File: config.mk
export PLATFORM = sky130hd
export DESIGN_NAME = cplx_alu_seq_flat
export DESIGN_NICKNAME = d
export VERILOG_FILES = /design/src/rtl/cplx_alu_seq_if.sv /design/src/rtl/cplx_alu_seq.sv /design/src/flat_wrapper.sv
export SDC_FILE = /design/constraint.sdc
export NUM_CORES = 1
export LEC_CHECK = 0
export ABC_AREA = 1
export CORE_MARGIN = 2
export CORE_UTILIZATION = 41
export CTS_CLUSTER_SIZE = 20
export DETAILED_ROUTE_END_ITERATION = 8
export GPL_ROUTABILITY_DRIVEN = 0
export PLACE_DENSITY = 0.81
export SLEW_MARGIN = 20
export SYNTH_ARGS = -nofsm -noshare
export SYNTH_HDL_FRONTEND = slang
export SYNTH_SLANG_ARGS = --single-unit
export TNS_END_PERCENT = 100
File: constraint.sdc
create_clock -name clk -period 1.6 [get_ports clk]
set_input_delay 0.24 -clock clk [delete_from_list [all_inputs] [get_ports clk]]
set_output_delay 0.24 -clock clk [all_outputs]
set_load 0.02 [all_outputs]
File: src/rtl/cplx_alu_seq_if.sv
// ---------------------------------------------------------------------------
// cplx_alu_seq_if
//
// Bundles every non-clock/reset signal of cplx_alu_seq so the sequencer and
// its environment share one connection point.
//
// Signals (direction seen from the sequencer, i.e. the slave modport):
//   in_valid   in   1   operand request valid
//   in_ready   out  1   request accepted when in_valid && in_ready at clk edge
//   in_a/in_b  in   10  complex operands, [9:5] real, [4:0] imag,
//                       each part sign-magnitude (bit 4 sign, 3:0 magnitude)
//   in_op      in   2   0 = add, 1 = multiply, 2/3 illegal
//   alu_d1/d2  out  10  registered operands into the downstream complex ALU
//   alu_sel    out  2   registered operation select into the ALU
//   alu_o      in   10  ALU result, same format as in_a
//   out_valid  out  1   result available
//   out_ready  in   1   consumer accepts the result
//   out_data   out  10  captured result
//   out_err    out  1   result came from an illegal in_op
//   done_count out  8   completed output handshakes, saturating at 255
//
// Modports:
//   slave  - the sequencer (cplx_alu_seq)
//   master - the requester / consumer / ALU model driving the sequencer
// ---------------------------------------------------------------------------
interface cplx_alu_seq_if;

  logic       in_valid;
  logic       in_ready;
  logic [9:0] in_a;
  logic [9:0] in_b;
  logic [1:0] in_op;

  logic [9:0] alu_d1;
  logic [9:0] alu_d2;
  logic [1:0] alu_sel;
  logic [9:0] alu_o;

  logic       out_valid;
  logic       out_ready;
  logic [9:0] out_data;
  logic       out_err;
  logic [7:0] done_count;

  modport slave (
    input  in_valid,
    input  in_a,
    input  in_b,
    input  in_op,
    input  alu_o,
    input  out_ready,
    output in_ready,
    output alu_d1,
    output alu_d2,
    output alu_sel,
    output out_valid,
    output out_data,
    output out_err,
    output done_count
  );

  modport master (
    output in_valid,
    output in_a,
    output in_b,
    output in_op,
    output alu_o,
    output out_ready,
    input  in_ready,
    input  alu_d1,
    input  alu_d2,
    input  alu_sel,
    input  out_valid,
    input  out_data,
    input  out_err,
    input  done_count
  );

endinterface

File: src/rtl/cplx_alu_seq.sv
// ---------------------------------------------------------------------------
// cplx_alu_seq
//
// Sequencer for an external combinational complex ALU. A request is accepted
// in IDLE; legal ops (add/multiply) register the operands and op select into
// the ALU, wait SETTLE_CYCLES edges for the result to settle, capture alu_o
// and present it on a valid/ready output. Illegal ops bypass the ALU and
// immediately present a zero result flagged with out_err.
//
// Ports:
//   clk  in  1  rising-edge clock for all state
//   rst  in  1  synchronous active-high reset
//   bus  cplx_alu_seq_if.slave  request, ALU and result signals (see the
//        interface file for the per-signal description)
//
// Parameters:
//   SETTLE_CYCLES  1..15, default 2: clk edges the ALU inputs are held
//                  before alu_o is sampled; out_valid rises that many edges
//                  after the accept edge.
//
// Build option:
//   CPLX_SEQ_NEGZERO_FIX_EN  when defined, each captured real/imag part with
//                            zero magnitude has its sign cleared (-0 -> +0).
//                            Undefined: alu_o is captured bit-exact.
// ---------------------------------------------------------------------------
module cplx_alu_seq #(
  parameter int unsigned SETTLE_CYCLES = 2
) (
  input logic           clk,
  input logic           rst,
  cplx_alu_seq_if.slave bus
);

  localparam logic [1:0] ST_IDLE = 2'd0;
  localparam logic [1:0] ST_WAIT = 2'd1;
  localparam logic [1:0] ST_HOLD = 2'd2;

  localparam logic [3:0] SETTLE_INIT = 4'(SETTLE_CYCLES);
  localparam logic [7:0] DONE_MAX    = 8'hFF;

  logic [1:0] state_q,     state_d;
  logic [3:0] cnt_q,       cnt_d;
  logic [9:0] alu_d1_q,    alu_d1_d;
  logic [9:0] alu_d2_q,    alu_d2_d;
  logic [1:0] alu_sel_q,   alu_sel_d;
  logic       out_valid_q, out_valid_d;
  logic [9:0] out_data_q,  out_data_d;
  logic       out_err_q,   out_err_d;
  logic [7:0] done_cnt_q,  done_cnt_d;

  logic       op_legal;
  logic [9:0] capture_val;

  // Ops 2 and 3 are the illegal encodings, both have bit 1 set.
  assign op_legal = ~bus.in_op[1];

`ifdef CPLX_SEQ_NEGZERO_FIX_EN
  logic [4:0] cap_re;
  logic [4:0] cap_im;

  // Clear the sign of any part whose magnitude is zero.
  always_comb begin
    cap_re = bus.alu_o[9:5];
    cap_im = bus.alu_o[4:0];
    if (cap_re[3:0] == 4'd0) begin
      cap_re[4] = 1'b0;
    end
    if (cap_im[3:0] == 4'd0) begin
      cap_im[4] = 1'b0;
    end
    capture_val = {cap_re, cap_im};
  end
`else
  assign capture_val = bus.alu_o;
`endif

  always_comb begin
    state_d     = state_q;
    cnt_d       = cnt_q;
    alu_d1_d    = alu_d1_q;
    alu_d2_d    = alu_d2_q;
    alu_sel_d   = alu_sel_q;
    out_valid_d = out_valid_q;
    out_data_d  = out_data_q;
    out_err_d   = out_err_q;
    done_cnt_d  = done_cnt_q;

    case (state_q)
      ST_IDLE: begin
        if (bus.in_valid) begin
          if (op_legal) begin
            alu_d1_d  = bus.in_a;
            alu_d2_d  = bus.in_b;
            alu_sel_d = bus.in_op;
            cnt_d     = SETTLE_INIT;
            state_d   = ST_WAIT;
          end else begin
            // ALU registers are left untouched for an illegal request.
            out_data_d  = '0;
            out_err_d   = 1'b1;
            out_valid_d = 1'b1;
            state_d     = ST_HOLD;
          end
        end
      end

      ST_WAIT: begin
        cnt_d = cnt_q - 4'd1;
        // <= rather than == so a zero count can never strand the FSM here;
        // for any legal SETTLE_CYCLES the count reaches exactly 1.
        if (cnt_q <= 4'd1) begin
          cnt_d       = '0;
          out_data_d  = capture_val;
          out_err_d   = 1'b0;
          out_valid_d = 1'b1;
          state_d     = ST_HOLD;
        end
      end

      ST_HOLD: begin
        if (bus.out_ready) begin
          out_valid_d = 1'b0;
          state_d     = ST_IDLE;
          if (done_cnt_q != DONE_MAX) begin
            done_cnt_d = done_cnt_q + 8'd1;
          end
        end
      end

      default: begin
        state_d = ST_IDLE;
      end
    endcase
  end

  always_ff @(posedge clk) begin
    if (rst) begin
      state_q     <= ST_IDLE;
      cnt_q       <= '0;
      alu_d1_q    <= '0;
      alu_d2_q    <= '0;
      alu_sel_q   <= '0;
      out_valid_q <= 1'b0;
      out_data_q  <= '0;
      out_err_q   <= 1'b0;
      done_cnt_q  <= '0;
    end else begin
      state_q     <= state_d;
      cnt_q       <= cnt_d;
      alu_d1_q    <= alu_d1_d;
      alu_d2_q    <= alu_d2_d;
      alu_sel_q   <= alu_sel_d;
      out_valid_q <= out_valid_d;
      out_data_q  <= out_data_d;
      out_err_q   <= out_err_d;
      done_cnt_q  <= done_cnt_d;
    end
  end

  // Only IDLE accepts, so the accept and output handshakes are never on the
  // same edge.
  assign bus.in_ready   = (state_q == ST_IDLE) && !rst;
  assign bus.alu_d1     = alu_d1_q;
  assign bus.alu_d2     = alu_d2_q;
  assign bus.alu_sel    = alu_sel_q;
  assign bus.out_valid  = out_valid_q;
  assign bus.out_data   = out_data_q;
  assign bus.out_err    = out_err_q;
  assign bus.done_count = done_cnt_q;

endmodule

File: src/flat_wrapper.sv
// flat-port wrapper written by rule: the top's interface ports become plain ports
module cplx_alu_seq_flat 
#(
  parameter int unsigned SETTLE_CYCLES = 2
)
  (clk, rst, bus_in_valid, bus_in_a, bus_in_b, bus_in_op, bus_alu_o, bus_out_ready, bus_in_ready, bus_alu_d1, bus_alu_d2, bus_alu_sel, bus_out_valid, bus_out_data, bus_out_err, bus_done_count);
  cplx_alu_seq_if bus_i ();
  input logic clk;
  input logic rst;
  input wire logic [$bits(bus_i.in_valid)-1:0] bus_in_valid;
  input wire logic [$bits(bus_i.in_a)-1:0] bus_in_a;
  input wire logic [$bits(bus_i.in_b)-1:0] bus_in_b;
  input wire logic [$bits(bus_i.in_op)-1:0] bus_in_op;
  input wire logic [$bits(bus_i.alu_o)-1:0] bus_alu_o;
  input wire logic [$bits(bus_i.out_ready)-1:0] bus_out_ready;
  output wire logic [$bits(bus_i.in_ready)-1:0] bus_in_ready;
  output wire logic [$bits(bus_i.alu_d1)-1:0] bus_alu_d1;
  output wire logic [$bits(bus_i.alu_d2)-1:0] bus_alu_d2;
  output wire logic [$bits(bus_i.alu_sel)-1:0] bus_alu_sel;
  output wire logic [$bits(bus_i.out_valid)-1:0] bus_out_valid;
  output wire logic [$bits(bus_i.out_data)-1:0] bus_out_data;
  output wire logic [$bits(bus_i.out_err)-1:0] bus_out_err;
  output wire logic [$bits(bus_i.done_count)-1:0] bus_done_count;
  assign bus_i.in_valid = bus_in_valid;
  assign bus_i.in_a = bus_in_a;
  assign bus_i.in_b = bus_in_b;
  assign bus_i.in_op = bus_in_op;
  assign bus_i.alu_o = bus_alu_o;
  assign bus_i.out_ready = bus_out_ready;
  assign bus_in_ready = bus_i.in_ready;
  assign bus_alu_d1 = bus_i.alu_d1;
  assign bus_alu_d2 = bus_i.alu_d2;
  assign bus_alu_sel = bus_i.alu_sel;
  assign bus_out_valid = bus_i.out_valid;
  assign bus_out_data = bus_i.out_data;
  assign bus_out_err = bus_i.out_err;
  assign bus_done_count = bus_i.done_count;
  cplx_alu_seq #(.SETTLE_CYCLES(SETTLE_CYCLES)) u_core (.clk(clk), .rst(rst), .bus(bus_i));
endmodule
* Yosys cells after proc, flatten, opt, wreduce, memory -nomap -nowiden *
Index checks and enable logic that the tools add are counted.

storage, ports and cells
  bits in registers = 47
  input bits = 36

cells by class
  add/sub/neg operators = 2
  order comparisons = 1
  equality and inequality tests = 8
  muxes and demuxes = 20
  bitwise gates (word level) = 1
  reductions and logical operators = 11

operators with widths
  kind                                                   number
  two-way mux 10 bit                                     3
  case mux 10 bit (2 select lines)                       1
  two-way mux 4 bit                                      3
  AND reduction 3 bit                                    4
  adder 8 x 1 -> 8 bit, second input constant            1
  two-way mux 2 bit                                      4
  inequality test 2 bit, second input constant           4
  inequality test 8 bit, second input constant           1
  case mux 4 bit (2 select lines)                        1
  case mux 2 bit (3 select lines)                        1
  two-way mux 1 bit                                      5
  AND reduction 5 bit                                    1
  <= comparator 4 x 1 -> 1 bit, second input constant    1
  AND reduction 4 bit                                    1
  subtractor 4 x 1 -> 4 bit, second input constant       1
  case mux 1 bit (3 select lines)                        1
  nonzero test 3 bit                                     1
  equality test 2 x 1 -> 1 bit, second input constant    1
  equality test 2 bit, second input constant             1
  zero test 2 bit                                        1
  inequality test 2 x 1 -> 1 bit, second input constant  1
  case mux 1 bit (2 select lines)                        1
  nonzero test 2 bit                                     1
  logical AND 1 bit                                      1
  other kinds (2)                                        2

* Longest topological paths before layout *
  depth in word-level cells = 3
  depth in mapped cells = 11
  gate-level depth less buffers = 10

* Worst setup path before layout *
OpenSTA, ideal clock, no wires.

  path kind = reg2reg
  start = register u_core.state_q[0]
  end = register u_core.out_data_q[2] (netlist: u_core.bus.out_data[2])
  library setup time = 0.112 ns
  data arrival time = 1.290 ns
  required time = 1.488 ns
  path slack = 0.198 ns
  stages on the path, launching flop included = 10
  path buffers = 1
  clock period less this slack = 1.402 ns
  cells stage by stage = dfxtp_1 > inv_1 > ha_1 > inv_2 > nor2_4 > nor2_4 > nand2_4 > buf_12 > nor2_2 > nor2_2

on the way
  longest elaborated chain between the ends = 3
  elaborated cells on any way between the ends = 8
  those cells by class = eq/ne: 4; mux: 1; reduce/logical: 3

RTL lines
  what                                                              RTL line             RTL
  start, declared                                                   cplx_alu_seq.sv:41   logic [1:0] state_q, state_d;
  start signal, assigned                                            cplx_alu_seq.sv:148  state_q <= state_d;
  equality test 2 x 1 -> 1 bit or zero test 2 bit (tied branches)   cplx_alu_seq.sv:88   case (state_q)
  inequality test 2 x 1 -> 1 bit (no line) (tied with other cells)  --
  AND reduction 4 bit (no line)                                     --
  end signal, assigned                                              cplx_alu_seq.sv:154  out_data_q <= out_data_d;
  end, declared                                                     cplx_alu_seq.sv:47   logic [9:0] out_data_q, out_data_d;

Parallel ways exist; a longest one is shown, timed or not.
A chain may end at the register's enable or synchronous reset.

* Worst setup path after layout *
  start = register u_core.done_cnt_q[5] (netlist: u_core.bus.done_count[5])
  end = output bus_done_count[5]

RTL lines
  what                    RTL line             RTL
  start, declared         cplx_alu_seq.sv:49   logic [7:0] done_cnt_q, done_cnt_d;
  start signal, assigned  cplx_alu_seq.sv:156  done_cnt_q <= done_cnt_d;
  end, declared           flat_wrapper.sv:23   output wire logic [$bits(bus_i.done_count)-1:0] bus_done_count;

No word-level cell between the ends.

==> flow_summary.json <==
{
  "status": "finished clean",
  "synth-edff-count": 0,
  "htree_levels": 2,
  "min_period_over_period": 0.971,
  "grt_max_degree": 26,
  "path_max_fanout": 4,
  "syn_nets": 375,
  "synth_top_cell_by_area": "dfxtp_1",
  "p_switching_mw": 2.52,
  "max-cap-violations": 0,
  "die_h_um": 79.9,
  "slowest_delay_ns": 0.63,
  "drt-initial-drc-count": 92,
  "root_buffer": "clkbuf_8",
  "ys_types": 26,
  "fin_cells": 494,
  "core_area_um2": 5540,
  "routedWlPerCell_um": 11.4,
  "worst-path-buf-inv": 1,
  "drive_above_1_share": 0.182,
  "vias_per_cell": 4.62,
  "holdWs_ns": 0.461,
  "cts_tree": "done",
  "cts_hold_buffers": 0,
  "power_mw": 5.81,
  "synthTopCellsByArea": "dfxtp_1 40%, nand2_1 13%, nand3_1 7.2%",
  "cts_buffers": 5,
  "synthCells": 333,
  "die_x_um": 79.9,
  "r2r_slack_ns": 0.09,
  "critPathTopFamily": "buffers and inverters",
  "cts.clk_slew.worst_paths_ns": 0.09,
  "rr_startpoint": "u_core.cnt_q[0]",
  "path_class": "reg -> out",
  "grt_pass1_wl_um": 8940,
  "num_vias": 2280,
  "hold_start": "u_core.bus.alu_d1[9]",
  "crit_chain": "clkdlybuf4s50_1",
  "dieArea_um2": 6380,
  "leakage_nw": 1.45,
  "ys_seq_elements": 47,
  "p_seq_frac": 0.280,
  "grt_usage": 0.175,
  "start_util": 0.426,
  "finalCriticalPeriod_ns": 1.55,
  "hold_path_class": "reg -> reg",
  "maxSlewViolCount": 0,
  "drcViolationCount": 0,
  "fin_worst_skew_ns": 0.00455,
  "required_ns": 1.36,
  "hold_depth": 2,
  "arrival_ns": 1.31,
  "antenna_found_initial": 0,
  "wirelength_um": 5630,
  "cp-start-kind": "register",
  "switching_share": 0.434,
  "dpl.hpwl_um": 3940,
  "yosysTopAreaCellShare": 0.399,
  "synth_common_cells": "82 x nand2_1, 47 x dfxtp_1, 40 x inv_1, 34 x nand3_1, 28 x a21oi_1",
  "critPathSlowestCell": "clkdlybuf4s50_1",
  "fp-row-count": 27,
  "clock_sinks": 47,
  "cts_buffer_depth": 2,
  "postPlaceCellArea_um2": 3240,
  "io-pin-count": 79,
  "reg2regPathDepth": 12,
  "p_comb_frac": 0.599,
  "fmax_mhz": 643,
  "ys_seq_area_frac": 0.399,
  "grt_pass1_vias": 2118,
  "min_to": "u_core.bus.alu_d1[9]",
  "diodes": 0,
  "yosys_warnings": 0,
  "io_buffers": 77,
  "async_flop_share": 0,
  "clkPwrFrac": 0.121,
  "finalSetupViolations": 0,
  "dp_cells": 480,
  "yosysMostFrequentCell": "nand2_1",
  "power-per-cell-area_nw_per_um2": 1700,
  "worstSkewPairLatency_ns": 0.30,
  "reg2reg_to": "u_core.state_q[1]",
  "internal-power_mw": 3.29,
  "final_nets": 463,
  "ir_drop_mv": 0.860,
  "yosys_most_used_dff": "dfxtp_1",
  "syn_avg_cell_area_um2": 7.09,
  "syn_area_um2": 2360,
  "area_growth_pct": 44.8,
  "end_kind": "output pin",
  "hold_viol": 0,
  "gr-total-overflow": 0,
  "ant_nets": 0,
  "dr.pass1.iters": 4,
  "design_area_um2": 3420
}
[routing by layer]
layer / wire length [µm] / global-route usage / share of wire / vias to the layer above
met1: 2400 / 0.199 / 0.43 / 1021
met3: 362 / 0.0509 / 0.064 / 6
li1: - / - / - / 1196
met2: 2780 / 0.306 / 0.49 / 57
met5: 0 / 0 / 0 / -
met4: 90 / 0.0661 / 0.016 / 0
[power by group through the flow]
stage / Sequential, mW / Clock [mW] / Combinational (mW)
2_1_floorplan: 1.89 / 0 / 2.01
3_3_place_gp: 1.64 / 0 / 3.08
3_5_place_dp: 1.64 / 0 / 3.14
4_1_cts: 1.62 / 0.733 / 3.21
5_1_grt: 1.66 / 0.775 / 3.85
6_report: 1.63 / 0.702 / 3.48
[metrics by stage]
| stage | util | TNS [ns] | setup WS (ns) |
|---|---|---|---|
| 3_5_place_dp | 0.584 | -0.0382 | -0.0382 |
| 3_3_place_gp | 0.584 | -0.0408 | -0.0408 |
| 2_1_floorplan | - | 0 | 0.198 |
| 4_1_cts | 0.600 | 0 | 0.0134 |
| 6_report | 0.617 | 0 | 0.0457 |
| 5_1_grt | 0.617 | -0.00323 | -0.00200 |
[cells in the final DEF (no fill, tap or decap), drive strengths merged]
master	instances
nor2	43
dfxtp	47
clkinv	1
o21ai	7
clkinvlp	1
dlygate4sd2	2
a21oi	29
buf	20
nand4	1
xor2	2
clkdlybuf4s50	74
nand3	34
conb	1
inv	45
ha	6
nand2	98
nand3b	1
o21bai	1
clkbuf	6
or2	1
nor3	2
[how the worst max path moves through the flow]
stage                                        start                      to  slack (ns)  depth (start not counted)
after detailed placement                       rst            bus_in_ready       -0.04                          3
after floorplan                  u_core.state_q[0]  u_core.bus.out_data[2]        0.20                          9
final                     u_core.bus.done_count[5]       bus_done_count[5]        0.05                          1
after CTS                        u_core.state_q[1]         u_core.cnt_q[1]        0.01                          9
after global routing               u_core.cnt_q[0]  u_core.bus.out_data[9]      -0.002                         11
after global placement                         rst            bus_in_ready       -0.04                          3
[sequential cells by signal, indices dropped and copies added, names as in the netlist]
register               count
u_core.bus.out_data       10
u_core.bus.out_valid       1
u_core.bus.alu_sel         1
u_core.bus.alu_d1         10
u_core.bus.out_err         1
u_core.bus.alu_d2         10
u_core.state_q             2
u_core.bus.done_count      8
u_core.cnt_q               4
[logic make-up after synthesis]
kind of cell,count (synthesis),synth area share
flip-flops,47,0.399
other,1,0.00159
AND/OR/NAND/NOR,179,0.361
adder cells (fa/ha/maj),6,0.0318
XOR/XNOR,2,0.00742
AO/OA/AOI/OAI,37,0.0843
buffers and inverters,61,0.115
[what timing repair did]
| action | in CTS | in global routing |
|---|---|---|
| cloned | 0 | 1 |
| setup endpoints to repair | 14 | 38 |
| pin swaps | 0 | 9 |
| resized for setup | 8 | 15 |
| buffers inserted | 0 | 6 |
[layout make-up]
type	count	area, µm²
clock inverter	2	12.5
multi-input combinational	226	1180
inverter	45	169
clock buffer	6	72.6
timing repair buffer	96	950
fill	509	2120
sequential	47	945
tap	72	90.1
No activity file was read; power rests on OpenSTA's default activity.
